--- config.mk ---
export PLATFORM = sky130hd
export DESIGN_NAME = lpc_host
export DESIGN_NICKNAME = d
export VERILOG_FILES = /design/src/rtl/lpc_pkg.sv /design/src/rtl/lpc_host_sync.sv /design/src/rtl/lpc_host.sv
export SDC_FILE = /design/constraint.sdc
export NUM_CORES = 1
export LEC_CHECK = 0
export ABC_AREA = 1
export CAP_MARGIN = 20
export CORE_MARGIN = 3
export CORE_UTILIZATION = 47
export DETAILED_ROUTE_END_ITERATION = 6
export PLACE_DENSITY = 0.79
export SYNTH_ARGS = -nofsm -noshare
export SYNTH_HDL_FRONTEND = slang
export SYNTH_SLANG_ARGS = --single-unit
--- constraint.sdc ---
create_clock -name lpc_clock -period 2.1 [get_ports lpc_clock]
set_clock_uncertainty 0.1 [all_clocks]
set_input_delay 0.525 -clock lpc_clock [delete_from_list [all_inputs] [get_ports lpc_clock]]
set_output_delay 0.525 -clock lpc_clock [all_outputs]
set_load 0.05 [all_outputs]
--- src/rtl/lpc_pkg.sv ---
// Shared definitions for the LPC I/O host: FSM state encoding, cycle-type
// nibbles and the SYNC codes a peripheral can return.
package lpc_pkg;

  typedef enum logic [4:0] {
    ST_IDLE,
    ST_START,
    ST_CYCDIR,
    ST_ADDR1,
    ST_ADDR2,
    ST_ADDR3,
    ST_ADDR4,
    ST_WDATA1,
    ST_WDATA2,
    ST_TAR1,
    ST_TAR2,
    ST_SYNC,
    ST_RDATA1,
    ST_RDATA2,
    ST_TAREND1,
    ST_TAREND2,
    ST_ABORT,
    ST_ABORT_END
  } lpc_state_t;

  localparam logic [3:0] LPC_START       = 4'b0000;
  localparam logic [3:0] AD_IDLE         = 4'b1111;

  localparam logic [3:0] CYC_IO_READ     = 4'b0000;
  localparam logic [3:0] CYC_IO_WRITE    = 4'b0010;

  localparam logic [3:0] SYNC_READY      = 4'b0000;
  localparam logic [3:0] SYNC_SHORT_WAIT = 4'b0101;
  localparam logic [3:0] SYNC_LONG_WAIT  = 4'b0110;
  localparam logic [3:0] SYNC_ERROR      = 4'b1010;

endpackage

--- src/rtl/lpc_host_sync.sv ---
// SYNC phase decoder: classifies the sampled LAD nibble and owns the wait counter.
// The counter clears whenever the host is outside SYNC; the limit widens for good once long-wait is seen.
module lpc_host_sync
  import lpc_pkg::*;
#(
  parameter int SYNC_TIMEOUT      = 8,
  parameter int LONG_WAIT_TIMEOUT = 255
) (
  input  logic       lpc_clock,
  input  logic       lpc_reset,
  input  logic       sync_active,
  input  logic [3:0] lpc_ad_in,
  output logic       sync_ready,
  output logic       sync_error,
  output logic       sync_timeout
);

  localparam logic [7:0] SHORT_LIMIT = 8'(SYNC_TIMEOUT);
  localparam logic [7:0] LONG_LIMIT  = 8'(LONG_WAIT_TIMEOUT);

  logic [7:0] wait_cnt;
  logic [7:0] wait_cnt_inc;
  logic [7:0] limit;
  logic       long_wait_q;
  logic       long_wait_seen;

  always_comb begin
    sync_ready     = 1'b0;
    sync_error     = 1'b0;
    long_wait_seen = 1'b0;
    case (lpc_ad_in)
      SYNC_READY:      sync_ready = sync_active;
      SYNC_ERROR: begin
        sync_ready = sync_active;
        sync_error = sync_active;
      end
      SYNC_LONG_WAIT:  long_wait_seen = sync_active;
      SYNC_SHORT_WAIT: ;
      default:         ;
    endcase
    // A long-wait in this very clock already applies the wider limit.
    limit        = (long_wait_q || long_wait_seen) ? LONG_LIMIT : SHORT_LIMIT;
    wait_cnt_inc = wait_cnt + 8'd1;
    sync_timeout = sync_active && !sync_ready && (wait_cnt_inc >= limit);
  end

  always_ff @(posedge lpc_clock) begin
    if (!lpc_reset || !sync_active) begin
      wait_cnt    <= '0;
      long_wait_q <= 1'b0;
    end else begin
      wait_cnt <= wait_cnt_inc;
      if (long_wait_seen) long_wait_q <= 1'b1;
    end
  end

endmodule

--- src/rtl/lpc_host.sv ---
// LPC I/O read/write host; one request in flight, req_ready only in IDLE, one-clock rsp_valid pulse.
// Define LPC_HOST_ABORT_EN to drive a 4-clock LFRAME# abort on SYNC timeout.
module lpc_host
  import lpc_pkg::*;
#(
  parameter int SYNC_TIMEOUT      = 8,
  parameter int LONG_WAIT_TIMEOUT = 255
) (
  input  logic        lpc_clock,
  input  logic        lpc_reset,
  input  logic        req_valid,
  output logic        req_ready,
  input  logic        req_write,
  input  logic [15:0] req_addr,
  input  logic [7:0]  req_wdata,
  output logic        rsp_valid,
  output logic [7:0]  rsp_rdata,
  output logic        rsp_error,
  output logic        rsp_timeout,
  output logic        lpc_frame,
  output logic [3:0]  lpc_ad_out,
  output logic        lpc_ad_oe,
  input  logic [3:0]  lpc_ad_in
);

  lpc_state_t  state_q, state_d;
  logic        wr_q;
  logic [15:0] addr_q;
  logic [7:0]  wdata_q;
  logic [7:0]  rdata_q;
  logic        err_q;

  logic        req_ready_d, rsp_valid_d, rsp_error_d, rsp_timeout_d;
  logic [7:0]  rsp_rdata_d;
  logic        frame_d, ad_oe_d;
  logic [3:0]  ad_out_d;

  logic        sync_ready, sync_error, sync_timeout;

  lpc_host_sync #(
    .SYNC_TIMEOUT      (SYNC_TIMEOUT),
    .LONG_WAIT_TIMEOUT (LONG_WAIT_TIMEOUT)
  ) u_sync (
    .lpc_clock    (lpc_clock),
    .lpc_reset    (lpc_reset),
    .sync_active  (state_q == ST_SYNC),
    .lpc_ad_in    (lpc_ad_in),
    .sync_ready   (sync_ready),
    .sync_error   (sync_error),
    .sync_timeout (sync_timeout)
  );

`ifdef LPC_HOST_ABORT_EN
  logic [1:0] abort_cnt;

  always_ff @(posedge lpc_clock) begin
    if (!lpc_reset || state_q != ST_ABORT) abort_cnt <= '0;
    else                                   abort_cnt <= abort_cnt + 2'd1;
  end
`endif

  always_ff @(posedge lpc_clock) begin
    if (!lpc_reset) state_q <= ST_IDLE;
    else            state_q <= state_d;
  end

  // Outputs are registered from the next state, so they line up with the state they describe.
  always_comb begin
    state_d       = state_q;
    rsp_valid_d   = 1'b0;
    rsp_error_d   = 1'b0;
    rsp_timeout_d = 1'b0;
    rsp_rdata_d   = '0;
    case (state_q)
      ST_IDLE:    if (req_valid && req_ready) state_d = ST_START;
      ST_START:   state_d = ST_CYCDIR;
      ST_CYCDIR:  state_d = ST_ADDR1;
      ST_ADDR1:   state_d = ST_ADDR2;
      ST_ADDR2:   state_d = ST_ADDR3;
      ST_ADDR3:   state_d = ST_ADDR4;
      ST_ADDR4:   state_d = wr_q ? ST_WDATA1 : ST_TAR1;
      ST_WDATA1:  state_d = ST_WDATA2;
      ST_WDATA2:  state_d = ST_TAR1;
      ST_TAR1:    state_d = ST_TAR2;
      ST_TAR2:    state_d = ST_SYNC;
      ST_SYNC: begin
        if (sync_ready) begin
          state_d = wr_q ? ST_TAREND1 : ST_RDATA1;
        end else if (sync_timeout) begin
`ifdef LPC_HOST_ABORT_EN
          state_d = ST_ABORT;
`else
          state_d       = ST_IDLE;
          rsp_valid_d   = 1'b1;
          rsp_timeout_d = 1'b1;
`endif
        end
      end
      ST_RDATA1:  state_d = ST_RDATA2;
      ST_RDATA2:  state_d = ST_TAREND1;
      ST_TAREND1: state_d = ST_TAREND2;
      ST_TAREND2: begin
        state_d     = ST_IDLE;
        rsp_valid_d = 1'b1;
        rsp_error_d = err_q;
        rsp_rdata_d = wr_q ? 8'h00 : rdata_q;
      end
`ifdef LPC_HOST_ABORT_EN
      ST_ABORT:   if (abort_cnt == 2'd3) state_d = ST_ABORT_END;
      ST_ABORT_END: begin
        state_d       = ST_IDLE;
        rsp_valid_d   = 1'b1;
        rsp_timeout_d = 1'b1;
      end
`endif
      default:    state_d = ST_IDLE;
    endcase

    frame_d  = 1'b1;
    ad_out_d = AD_IDLE;
    ad_oe_d  = 1'b0;
    case (state_d)
      ST_START: begin
        frame_d  = 1'b0;
        ad_out_d = LPC_START;
        ad_oe_d  = 1'b1;
      end
      ST_CYCDIR: begin
        ad_out_d = wr_q ? CYC_IO_WRITE : CYC_IO_READ;
        ad_oe_d  = 1'b1;
      end
      ST_ADDR1:  begin ad_out_d = addr_q[15:12]; ad_oe_d = 1'b1; end
      ST_ADDR2:  begin ad_out_d = addr_q[11:8];  ad_oe_d = 1'b1; end
      ST_ADDR3:  begin ad_out_d = addr_q[7:4];   ad_oe_d = 1'b1; end
      ST_ADDR4:  begin ad_out_d = addr_q[3:0];   ad_oe_d = 1'b1; end
      ST_WDATA1: begin ad_out_d = wdata_q[3:0];  ad_oe_d = 1'b1; end
      ST_WDATA2: begin ad_out_d = wdata_q[7:4];  ad_oe_d = 1'b1; end
      ST_TAR1:   ad_oe_d = 1'b1;
`ifdef LPC_HOST_ABORT_EN
      ST_ABORT: begin
        frame_d = 1'b0;
        ad_oe_d = 1'b1;
      end
`endif
      default:   ;
    endcase

    req_ready_d = (state_d == ST_IDLE);
  end

  always_ff @(posedge lpc_clock) begin
    if (!lpc_reset) begin
      req_ready   <= 1'b0;
      rsp_valid   <= 1'b0;
      rsp_rdata   <= '0;
      rsp_error   <= 1'b0;
      rsp_timeout <= 1'b0;
      lpc_frame   <= 1'b1;
      lpc_ad_out  <= AD_IDLE;
      lpc_ad_oe   <= 1'b0;
      wr_q        <= 1'b0;
      addr_q      <= '0;
      wdata_q     <= '0;
      rdata_q     <= '0;
      err_q       <= 1'b0;
    end else begin
      req_ready   <= req_ready_d;
      rsp_valid   <= rsp_valid_d;
      rsp_rdata   <= rsp_rdata_d;
      rsp_error   <= rsp_error_d;
      rsp_timeout <= rsp_timeout_d;
      lpc_frame   <= frame_d;
      lpc_ad_out  <= ad_out_d;
      lpc_ad_oe   <= ad_oe_d;
      if (state_q == ST_IDLE && req_valid && req_ready) begin
        wr_q    <= req_write;
        addr_q  <= req_addr;
        wdata_q <= req_wdata;
        rdata_q <= '0;
        err_q   <= 1'b0;
      end
      if (state_q == ST_SYNC && sync_ready) err_q <= sync_error;
      if (state_q == ST_RDATA1) rdata_q[3:0] <= lpc_ad_in;
      if (state_q == ST_RDATA2) rdata_q[7:4] <= lpc_ad_in;
    end
  end

endmodule

# After elaboration in Yosys (flattened, before gate mapping)
# Index checks and enable logic that the tools add are counted.
# W data, S select, Z words.
[word_totals]
reg_bits = 66
output_inout_bits = 18
input_bits = 32
wordCells = 91
[classes]
n_bitwise = 2
mux = 22
eq_ne = 26
n_lt_le_gt_ge = 1
add_sub_neg = 1
reduce_logical = 22
[op_table]
columns = ["operator", "count"]
rows = [
  ["$pmux W5 S15", 1],
  ["$eq A5 B4 Y1 const B", 10],
  ["$eq A5 B3 Y1 const B", 8],
  ["$pmux W4 S8", 1],
  ["$eq A5 B2 Y1 const B", 4],
  ["$mux W8", 2],
  ["$mux W5", 3],
  ["$mux W4", 3],
  ["$eq A5 B1 Y1 const B", 2],
  ["$logic_not A5 Y1", 2],
  ["$mux W1", 9],
  ["$reduce_or A9 Y1", 1],
  ["$add A8 B1 Y8 const B", 1],
  ["$ge A8 B8 Y1", 1],
  ["$logic_and A1 B1 Y1", 6],
  ["$reduce_bool A2 Y1", 3],
  ["$eq A4 B3 Y1 const B", 1],
  ["$eq A4 B4 Y1 const B", 1],
  ["$logic_not A4 Y1", 1],
  ["$mux W2", 2],
  ["$reduce_and A2 Y1", 2],
  ["$logic_not A1 Y1", 3],
  ["$reduce_or A3 Y1", 1],
  ["$logic_or A1 B1 Y1", 2],
  ["3 further kinds", 4],
]

# Longest topological paths before layout
# Gate-level depths: netlist of the first run.
[logic_depth]
word_depth = 12
ltp_mapped = 21
mapped_depth_nobuf = 21

# By module
# Synthesis of the first run repeated with hierarchy kept, for this count alone.
[unflattened]
hier_cells = 427
hier_area_um2 = 2975.4
[by_module_without_submodules]
columns = ["mod", "cells_each", "seq_area_each_um2", "instances", "area_each_um2"]
rows = [
  ["lpc_host", 331, 1141.1, 1, 2372.3],
  ["lpc_host_sync", 96, 180.2, 1, 603.1],
]

# Worst setup path before layout of the first run
# No wires, ideal clock.
[synth_timing]
path_type = "input to register"
start = "input lpc_ad_in[0]"
end = "register lpc_ad_oe"
arrival_ns = 2.055
n_path_buf = 0
cell_stages = 20
required_time_ns = 1.932
slack_ns = -0.124
setup_ns = 0.068
cell_sequence = "inv_1 nand2_1 nor2_1 nand2_4 nand2_4 inv_4 ha_1 nand2_1 nand2_1 nand2_1 nand2_1 nand2_1 nand2_1 nand2_1 nand2_1 nand2_2 nand3_2 nand2_1 nand3_1 o21bai_2"
[synth_via]
elab_chain_len = 12
word_cells_on_any_way = 26
cone_classes = "order compare (1); eq/ne (11); mux (7); reduce/logical (7)"
[synth_lines]
columns = ["item", "line_no", "rtl"]
rows = [
  ["from (decl)", "lpc_host.sv:23", "input logic [3:0] lpc_ad_in"],
  ["$eq A4 B3 Y1 (tied with other cells)", "lpc_host_sync.sv:31", "case (lpc_ad_in)"],
  ["$mux W1 / $reduce_or A2 Y1 (equally long branches)", "--", ""],
  ["$logic_or A1 B1 Y1 / $mux W1 (equally long branches)", "lpc_host_sync.sv:42, lpc_host_sync.sv:31", ""],
  ["$mux W8 / $logic_not A1 Y1 (equally long branches)", "lpc_host_sync.sv:42, lpc_host_sync.sv:44", ""],
  ["$ge A8 B8 Y1 / $logic_and A1 B1 Y1 (equally long branches)", "lpc_host_sync.sv:44", "sync_timeout = sync_active && !sync_ready && (wait_cnt_inc >= limit);"],
  ["$logic_and A1 B1 Y1", "lpc_host_sync.sv:44", ""],
  ["$mux W5", "lpc_host.sv:89", "end else if (sync_timeout) begin"],
  ["$mux W5 (*)", "lpc_host.sv:87", "if (sync_ready) begin"],
  ["$pmux W5 S15 (*)", "lpc_host.sv:74", "case (state_q)"],
  ["$eq A5 B4 Y1 (tied with other cells)", "lpc_host.sv:122", "case (state_d)"],
  ["$reduce_or A9 Y1 (no line) (*)", "--", ""],
  ["$mux W1 (*)", "lpc_host.sv:122", ""],
  ["to (signal assigned)", "lpc_host.sv:174", "lpc_ad_oe <= ad_oe_d;"],
  ["to (decl)", "lpc_host.sv:22", "output logic lpc_ad_oe,"],
]
# Mark *: on every way between the ends. The rest lies on a longest branch, timed or not.
# A chain may end at the register's enable or synchronous reset.

# Worst setup path in the final report of the first run
[layout_timing]
start = "register state_q[4]"
end = "register req_ready"
[layout_via]
elab_chain_len = 10
word_cells_on_any_way = 28
cone_classes = "order compare (1); eq/ne (14); mux (7); reduce/logical (6)"
[layout_lines]
columns = ["item", "line_no", "rtl"]
rows = [
  ["from (decl)", "lpc_host.sv:26", "lpc_state_t state_q, state_d;"],
  ["from (signal assigned)", "lpc_host.sv:64", "else state_q <= state_d;"],
  ["$eq A5 B4 Y1", "lpc_host.sv:46, lpc_host.sv:74", ""],
  ["$mux W1", "lpc_host_sync.sv:31", ""],
  ["$logic_or A1 B1 Y1", "lpc_host_sync.sv:42", "limit = (long_wait_q || long_wait_seen) ? LONG_LIMIT : SHORT_LIMIT;"],
  ["$mux W8", "lpc_host_sync.sv:42", ""],
  ["$ge A8 B8 Y1", "lpc_host_sync.sv:44", ""],
  ["$logic_and A1 B1 Y1", "lpc_host_sync.sv:44", ""],
  ["$mux W5", "lpc_host.sv:89", ""],
  ["$mux W5", "lpc_host.sv:87", ""],
  ["$pmux W5 S15 (*)", "lpc_host.sv:74", ""],
  ["$logic_not A5 Y1 (*)", "lpc_host.sv:148", "req_ready_d = (state_d == ST_IDLE);"],
  ["to (signal assigned)", "lpc_host.sv:167", "req_ready <= req_ready_d;"],
  ["to (decl)", "lpc_host.sv:12", "output logic req_ready,"],
]
# Marked as above.

==> metrics.md, run 1 <==
| Metric | Value |
|---|---|
| Status | `finished, violations left` |
| Failing checks | `setup timing` |
| Avg Cell Area, Syn | `7.622 um^2` |
| ANT cells | `0` |
| Post-DP HPWL | `4.936 mm` |
| Core Footprint | `5675 um^2` |
| Worst Path Arrival | `2.36 ns` |
| Max stage delay on crit path | `0.34 ns` |
| Setup TNS | `-0.2254 ns` |
| Root Driver | `clkbuf_8` |
| DR DRC count | `0` |
| Initial Util | `0.4996` |
| Mapped cell area | `2835 um^2` |
| Worst slack at placement | `-0.6573 ns` |
| Commonest non-fill, non-tap cells in the layout | `dfxtp_1, nor2_1, inv_1` |
| CP endpoint kind | `flip-flop` |
| CTS sink count | `66` |
| Synth Flop Type | `dfxtp_1` |
| Total routed wirelength | `6.789 mm` |
| Die Area | `7001 um^2` |
| Post-synthesis cell count | `372` |
| Final WS setup | `-0.09237 ns` |
| Post-synth EDFFs | `0` |
| Vias per std cell | `4.957` |
| Tot Pwr | `2.688 mW` |
| Min-Delay Startpoint | `rdata_q[3]` |
| Min Tclk post-route | `2.192 ns` |
| GRT Total Usage | `0.2066` |
| Type of origin of the critical path | `flip-flop` |
| Initial antenna violation count | `0` |
| Worst endpoint required time | `2.27 ns` |
| Commonest non-fill, non-tap cell in the layout | `dfxtp_1` |
| Pwr Density | `677.2 nW/um^2` |
| Ys Warns | `0` |
| CTS Buffer Depth | `2` |
| Ports | `50` |
| Share of the synthesized area in the top cell type | `0.4660` |
| # nets final | `499` |
| Final hold vios | `0` |
| Critical Path Fanout Max | `6` |
| Most common cell on crit path | `nand2_1` |
| CTS H-tree depth | `3` |
| CP Class | `flip-flop to flip-flop` |
| First-pass GRT wire length | `11.81 mm` |
| Num CTS Buffers | `9` |
| # rows | `27` |
| HP Class | `flip-flop to flip-flop` |
| Port bufs | `49` |
| RSZ-0062 raised after global routing | `true` |
| Proportion of synthesized flip-flops having asynchronous set or reset | `0` |
| CTS tree | `yes` |
| Drt initial violations | `233` |
| CP max-delay cell | `dfxtp_2` |
| Synth top area cells | `dfxtp_1, nor2_1, inv_1` |
| Grt ovf | `0` |
| Register area | `1324 um^2` |
| Final setup viols | `4` |
| Max-Cap Viols | `0` |
| Die H | `83.67 um` |
| Worst-margin pin slew | `0.5570 ns` |
| Synth Net Count | `410` |
| Largest net degree at the start of global routing | `30` |
| GP Congestion | `0.9144` |
| Fillers | `455` |
| Cell taking the most area after synthesis | `dfxtp_1` |
| Skew-Pair Late Insertion Delay | `0.34 ns` |
| Worst setup startpoint | `state_q[4]` |
| Final Core Density | `0.6993` |
| P_leak | `1.695 nW` |
| Vias in the first global route | `2,640` |
| Multi-input gate area | `1353 um^2` |
| Distinct cells, synth | `38` |
| DR vias | `2,667` |
| Fmax | `456.1 MHz` |
| Peak VDD IR | `0.5306 mV` |
| Final Cycle Share | `1.044` |
| Clock-pin slew on the worst setup and hold paths | `0.07 ns` |
| CP Cell Sequence | `nor2_4 -> nand2_4 -> nor2_8 -> nand2_4 -> nand2_4 -> inv_6 -> ha_4 -> nand2_1 -> nand2_1 -> nand2_1 -> nand2_1 -> nand2_1 -> nand2_1 -> nand2_1 -> nand2_1 -> nand2_2 -> nand3_2 -> nand2_2 -> buf_4 -> nor3_2` |
| Proportion of layout cells with a drive suffix above 1 | `0.2318` |
| Post-synthesis register bit count | `66` |
| Seq/Total Area, Yosys | `0.4660` |
| RR Startpoint | `state_q[4]` |
| Slew Limit Fails | `0` |
| Drt pass-1 iters | `4` |
| P&R area growth vs syn | `39.98%` |
| Routed len/inst | `12.62 um` |
| Die span in x | `83.67 um` |
| Slew HR | `0.6258` |
| ANT nets after route | `0` |
## power by group
| part | switching [mW] | total [mW] | internal (mW) |
|---|---|---|---|
| sequential | 0.0153 | 1.30 | 1.29 |
| combinational | 0.116 | 0.224 | 0.108 |
| clock | 0.496 | 1.16 | 0.665 |
## registers in the layout, summed over array words and instances (netlist names)
register and flops:
addr_q 16, rdata_q 8, rsp_rdata 8, u_sync.wait_cnt 8, wdata_q 8, state_q 5
lpc_ad_out 4, err_q 1, lpc_ad_oe 1, lpc_frame 1, req_ready 1, rsp_error 1
rsp_timeout 1, rsp_valid 1, u_sync.long_wait_q 1, wr_q 1
## metal layers
layer / vias up / GRT usage / routed length, um / part of all wire
met1: 1213 / 0.2567 / 2916 / 0.43
met4: 0 / 0.1111 / 174 / 0.026
met5: - / 0 / 0 / 0
met2: 73 / 0.3384 / 3334 / 0.49
li1: 1365 / - / - / -
met3: 16 / 0.03751 / 364 / 0.054
## logic make-up (layout without fill, tap and decap cells)
family | after synthesis | count (layout) | share of synthesized area
AND/OR/NAND/NOR | 157 | 157 | 0.2608
other | 1 | 1 | 0.001323
flip-flops | 66 | 66 | 0.4660
AO/OA/AOI/OAI | 70 | 70 | 0.1390
buffers and inverters | 68 | 162 | 0.09135
XOR/XNOR | 4 | 4 | 0.01501
adder cells (fa/ha/maj) | 6 | 6 | 0.02648
## worst max-delay path: cells and delay by family (launching register included)
| kind | cells | cell delay (ns) |
|---|---|---|
| adder cells (fa/ha/maj) | 1 | 0.25 |
| buffers and inverters | 2 | 0.19 |
| flip-flops | 1 | 0.34 |
| AND/OR/NAND/NOR | 17 | 1.27 |
## Yosys cell counts (2+ instances only)
cell and number:
nand3_2 3, dfxtp_1 66, clkbuf_1 7, o21ai_0 27
nor2_2 4, nor2_1 61, inv_2 2, nand2_4 4
inv_1 54, nand2_1 51, o2111ai_1 2, ha_1 6
a221oi_1 2, nor3_2 2, a21oi_1 26, nand4_1 6
o21bai_1 2, nand3_1 9, nand2_2 4, clkinv_1 2
o22ai_1 5, xor2_1 3, nor3_1 9
## through the flow
step,instance area (um^2),std cells,hold slack [ns]
global route,3969,538,0.3430
detailed placement,3633,514,0.3169
CTS,3892,535,0.3323
global placement,3633,514,0.3147
finish,3969,538,0.3309
floorplan,2885,372,0.3084
## path summary, 6_finish.rpt
check | to | slack, ns | depth (start not counted)
hold reg to reg | rsp_rdata[3] | 0.33 | 2
setup / recovery | req_ready | -0.09 | 20
setup reg to reg | req_ready | -0.09 | 20
hold / removal | rsp_rdata[3] | 0.33 | 2
## cell type report
| type | instances | area share |
|---|---|---|
| multi-input cells | 238 | 0.3408 |
| flip-flops and latches | 66 | 0.3335 |
| repair buffers | 87 | 0.1904 |
| inverters | 59 | 0.05769 |
| clock buffers | 9 | 0.03121 |
| clock inverters | 7 | 0.02364 |
| well taps | 72 | 0.02270 |
## repair_timing
| action | in CTS | in global routing |
|---|---|---|
| gates cloned | 0 | 0 |
| setup buffers | 5 | 3 |
| resized for setup | 9 | 18 |
| setup endpoints to repair | 8 | 11 |
| hold buffers | 0 | 0 |
| pin swaps | 13 | 4 |
Power figures use the tool's default switching activity.
==> inputs of run 2 (changes only) <==
CORE_UTILIZATION = 55   (was 47)
DONT_BUFFER_PORTS = 1   (was unset)
PLACE_DENSITY = 0.77   (was 0.79)
SYNTH_HIERARCHICAL = 1   (was unset)
==> run 2 against run 1 <==
Effect of this change:
- non-clock buffer count shrank 50
- the run still ends with setup timing left
- first-iteration DRC count increased by 39%
- critical path depth fell by 1
- sequential power about the same
- via count increased by 5.5%
- worst hold slack got worse by 0.13 ns
- largest cell class unchanged
==> metrics.md, run 2 <==
| Metric | Value |
|---|---|
| P_leak | `1.488 nW` |
| Skew-Pair Late Insertion Delay | `0.34 ns` |
| CP Cell Sequence | `nor2_4 -> nand2_2 -> nor2_4 -> nand3_2 -> nor2_4 -> nor2_4 -> buf_4 -> ha_4 -> nand2_2 -> nor2_2 -> nand2_2 -> a21oi_4 -> nor2_2 -> nand2_1 -> o21ai_1 -> nand2_1 -> nand4_1 -> nor2_1 -> nand3_1` |
| Share of the synthesized area in the top cell type | `0.4441` |
| P&R area growth vs syn | `22.50%` |
| Failing checks | `setup timing` |
| Type of origin of the critical path | `flip-flop` |
| Initial antenna violation count | `0` |
| ANT nets after route | `0` |
| Worst Path Arrival | `2.72 ns` |
| Die H | `79.55 um` |
| Slew Limit Fails | `0` |
| DR DRC count | `0` |
| Top-count cell post-synth | `nor2_1` |
| Core Footprint | `5172 um^2` |
| GRT Total Usage | `0.2351` |
| ANT cells | `0` |
| Worst-margin pin slew | `0.5359 ns` |
| Worst endpoint required time | `2.21 ns` |
| Cell taking the most area after synthesis | `dfxtp_1` |
| Distinct cells, synth | `33` |
| Status | `finished, violations left` |
| CP max-delay cell | `dfxtp_2` |
| Most frequent cells after synthesis | `nor2_1, nand2_1, dfxtp_1, inv_1, o21ai_0` |
| Commonest non-fill, non-tap cell in the layout | `nor2_1` |
| CP endpoint kind | `flip-flop` |
| Num CTS Buffers | `9` |
| Setup TNS | `-2.865 ns` |
| Initial Util | `0.5752` |
| Critical Path Fanout Max | `5` |
| Largest net degree at the start of global routing | `33` |
| Post-DP HPWL | `5.145 mm` |
| Post-synthesis cell count | `427` |
| Placed instance count | `520` |
| Synth top area cells | `dfxtp_1, nor2_1, nand2_1` |
| Met2 Usage GRT | `0.3372` |
| Proportion of synthesized flip-flops having asynchronous set or reset | `0` |
| Min Tclk post-route | `2.602 ns` |
| GP Congestion | `0.9583` |
| M3 GR Usage | `0.05756` |
| Pwr Density | `719.2 nW/um^2` |
| Register area | `1325 um^2` |
| Total routed wirelength | `7.088 mm` |
| Port bufs | `0` |
| Final hold vios | `0` |
| Post-synthesis register bit count | `66` |
| Proportion of layout cells with a drive suffix above 1 | `0.2196` |
| HP Class | `primary input to flip-flop` |
| Drt initial violations | `323` |
| DR vias | `2,814` |
| Synth Net Count | `464` |
| Avg Cell Area, Syn | `6.968 um^2` |
| CTS H-tree depth | `3` |
| CP Class | `flip-flop to flip-flop` |
| Clock-pin slew on the worst setup and hold paths | `0.07 ns` |
| Max FFs per register | `16` |
| CTS Buffer Depth | `2` |
| # nets final | `501` |
| Vias in the first global route | `2,570` |
| Final WS setup | `-0.5025 ns` |
| Ports | `50` |
| Final Cycle Share | `1.239` |
| Die span in x | `79.55 um` |
| CTS tree | `yes` |
| Peak VDD IR | `0.5860 mV` |
| Fmax | `384.2 MHz` |
| First-pass GRT wire length | `11.75 mm` |
| Slew HR | `0.6423` |
| Most Used Layer, Global Route | `met1` |
| Met1 Use GR | `0.3376` |
| Root Driver | `clkbuf_8` |
| RSZ-0062 raised after global routing | `true` |
| Fillers | `424` |
| Tot Pwr | `2.621 mW` |
| CTS sink count | `66` |
| Vias per std cell | `5.221` |
| Most common cell on crit path | `nor2_4` |
| # rows | `26` |
| Final setup viols | `8` |
| Top reg by flops | `addr_q` |
| CP top delay family | `simple AND/OR/NAND/NOR gates` |
| Worst slack at placement | `-0.4788 ns` |
| Commonest non-fill, non-tap cells in the layout | `nor2_1, nand2_1, dfxtp_1` |
| Synth Flop Type | `dfxtp_1` |
| Grt ovf | `0` |
| Post-synth EDFFs | `0` |
| Mapped cell area | `2975 um^2` |
| Cell Count, Final, Fillers Out | `539` |
| Seq/Total Area, Yosys | `0.4441` |
| Max-Cap Viols | `0` |
| Die Area | `6328 um^2` |
| Drt pass-1 iters | `5` |
| Multi-input gate area | `1563 um^2` |
| Routed len/inst | `13.15 um` |
| Crit path buf inv count | `1` |
| Final Core Density | `0.7046` |
| Ys Warns | `6` |
| Max stage delay on crit path | `0.33 ns` |
-- run 2: power breakdown --
part / switching (mW) / internal (mW) / total, mW
Clock: 0.470 / 0.697 / 1.17
Sequential: 0.0353 / 1.29 / 1.32
Combinational: 0.0826 / 0.0485 / 0.131
-- run 2: final cells by class --
class,count,area share
clock buffer,11,0.03879
clock inverter,5,0.02128
inverter,46,0.04737
multi-input combinational,304,0.4288
sequential,66,0.3635
tap,70,0.02403
timing repair buffer,37,0.07621
-- run 2: logic make-up after synthesis --
group | synth area share
other | 0.001260
buffers and inverters | 0.07737
adders and majority gates | 0.02103
AOI/OAI and AO/OA | 0.09168
xor gates and xnor gates | 0.005888
DFF | 0.4441
and+or+nand+nor | 0.3587
-- run 2: through the flow --
stage	cell area (um^2)	hold WS, ns
detailed placement	3283	0.3163
CTS	3536	0.1857
global route	3645	0.1932
floorplan	3004	0.3084
global placement	3283	0.3141
finish	3645	0.1987
-- run 2: timing repair --
action,CTS,global route
gates cloned,0,0
resized for setup,4,25
setup buffers,2,1
pin swaps,18,25
endpoints found under the setup margin,8,8
hold buffers,0,0
-- run 2: final timing paths --
check | to | start | slack [ns] | depth (start not counted)
worst min-delay path | state_q[3] | lpc_reset | 0.20 | 2
worst max register to register | lpc_frame | state_q[2] | -0.50 | 19
worst max-delay path | lpc_frame | state_q[2] | -0.50 | 19
worst min register to register | rsp_rdata[3] | rdata_q[3] | 0.33 | 2
-- run 2: per-layer routing --
metal | vias up | wire, um
met1 | 1279 | 3384
met4 | 0 | 78
met2 | 99 | 3127
met5 | - | 0
li1 | 1427 | -
met3 | 9 | 498
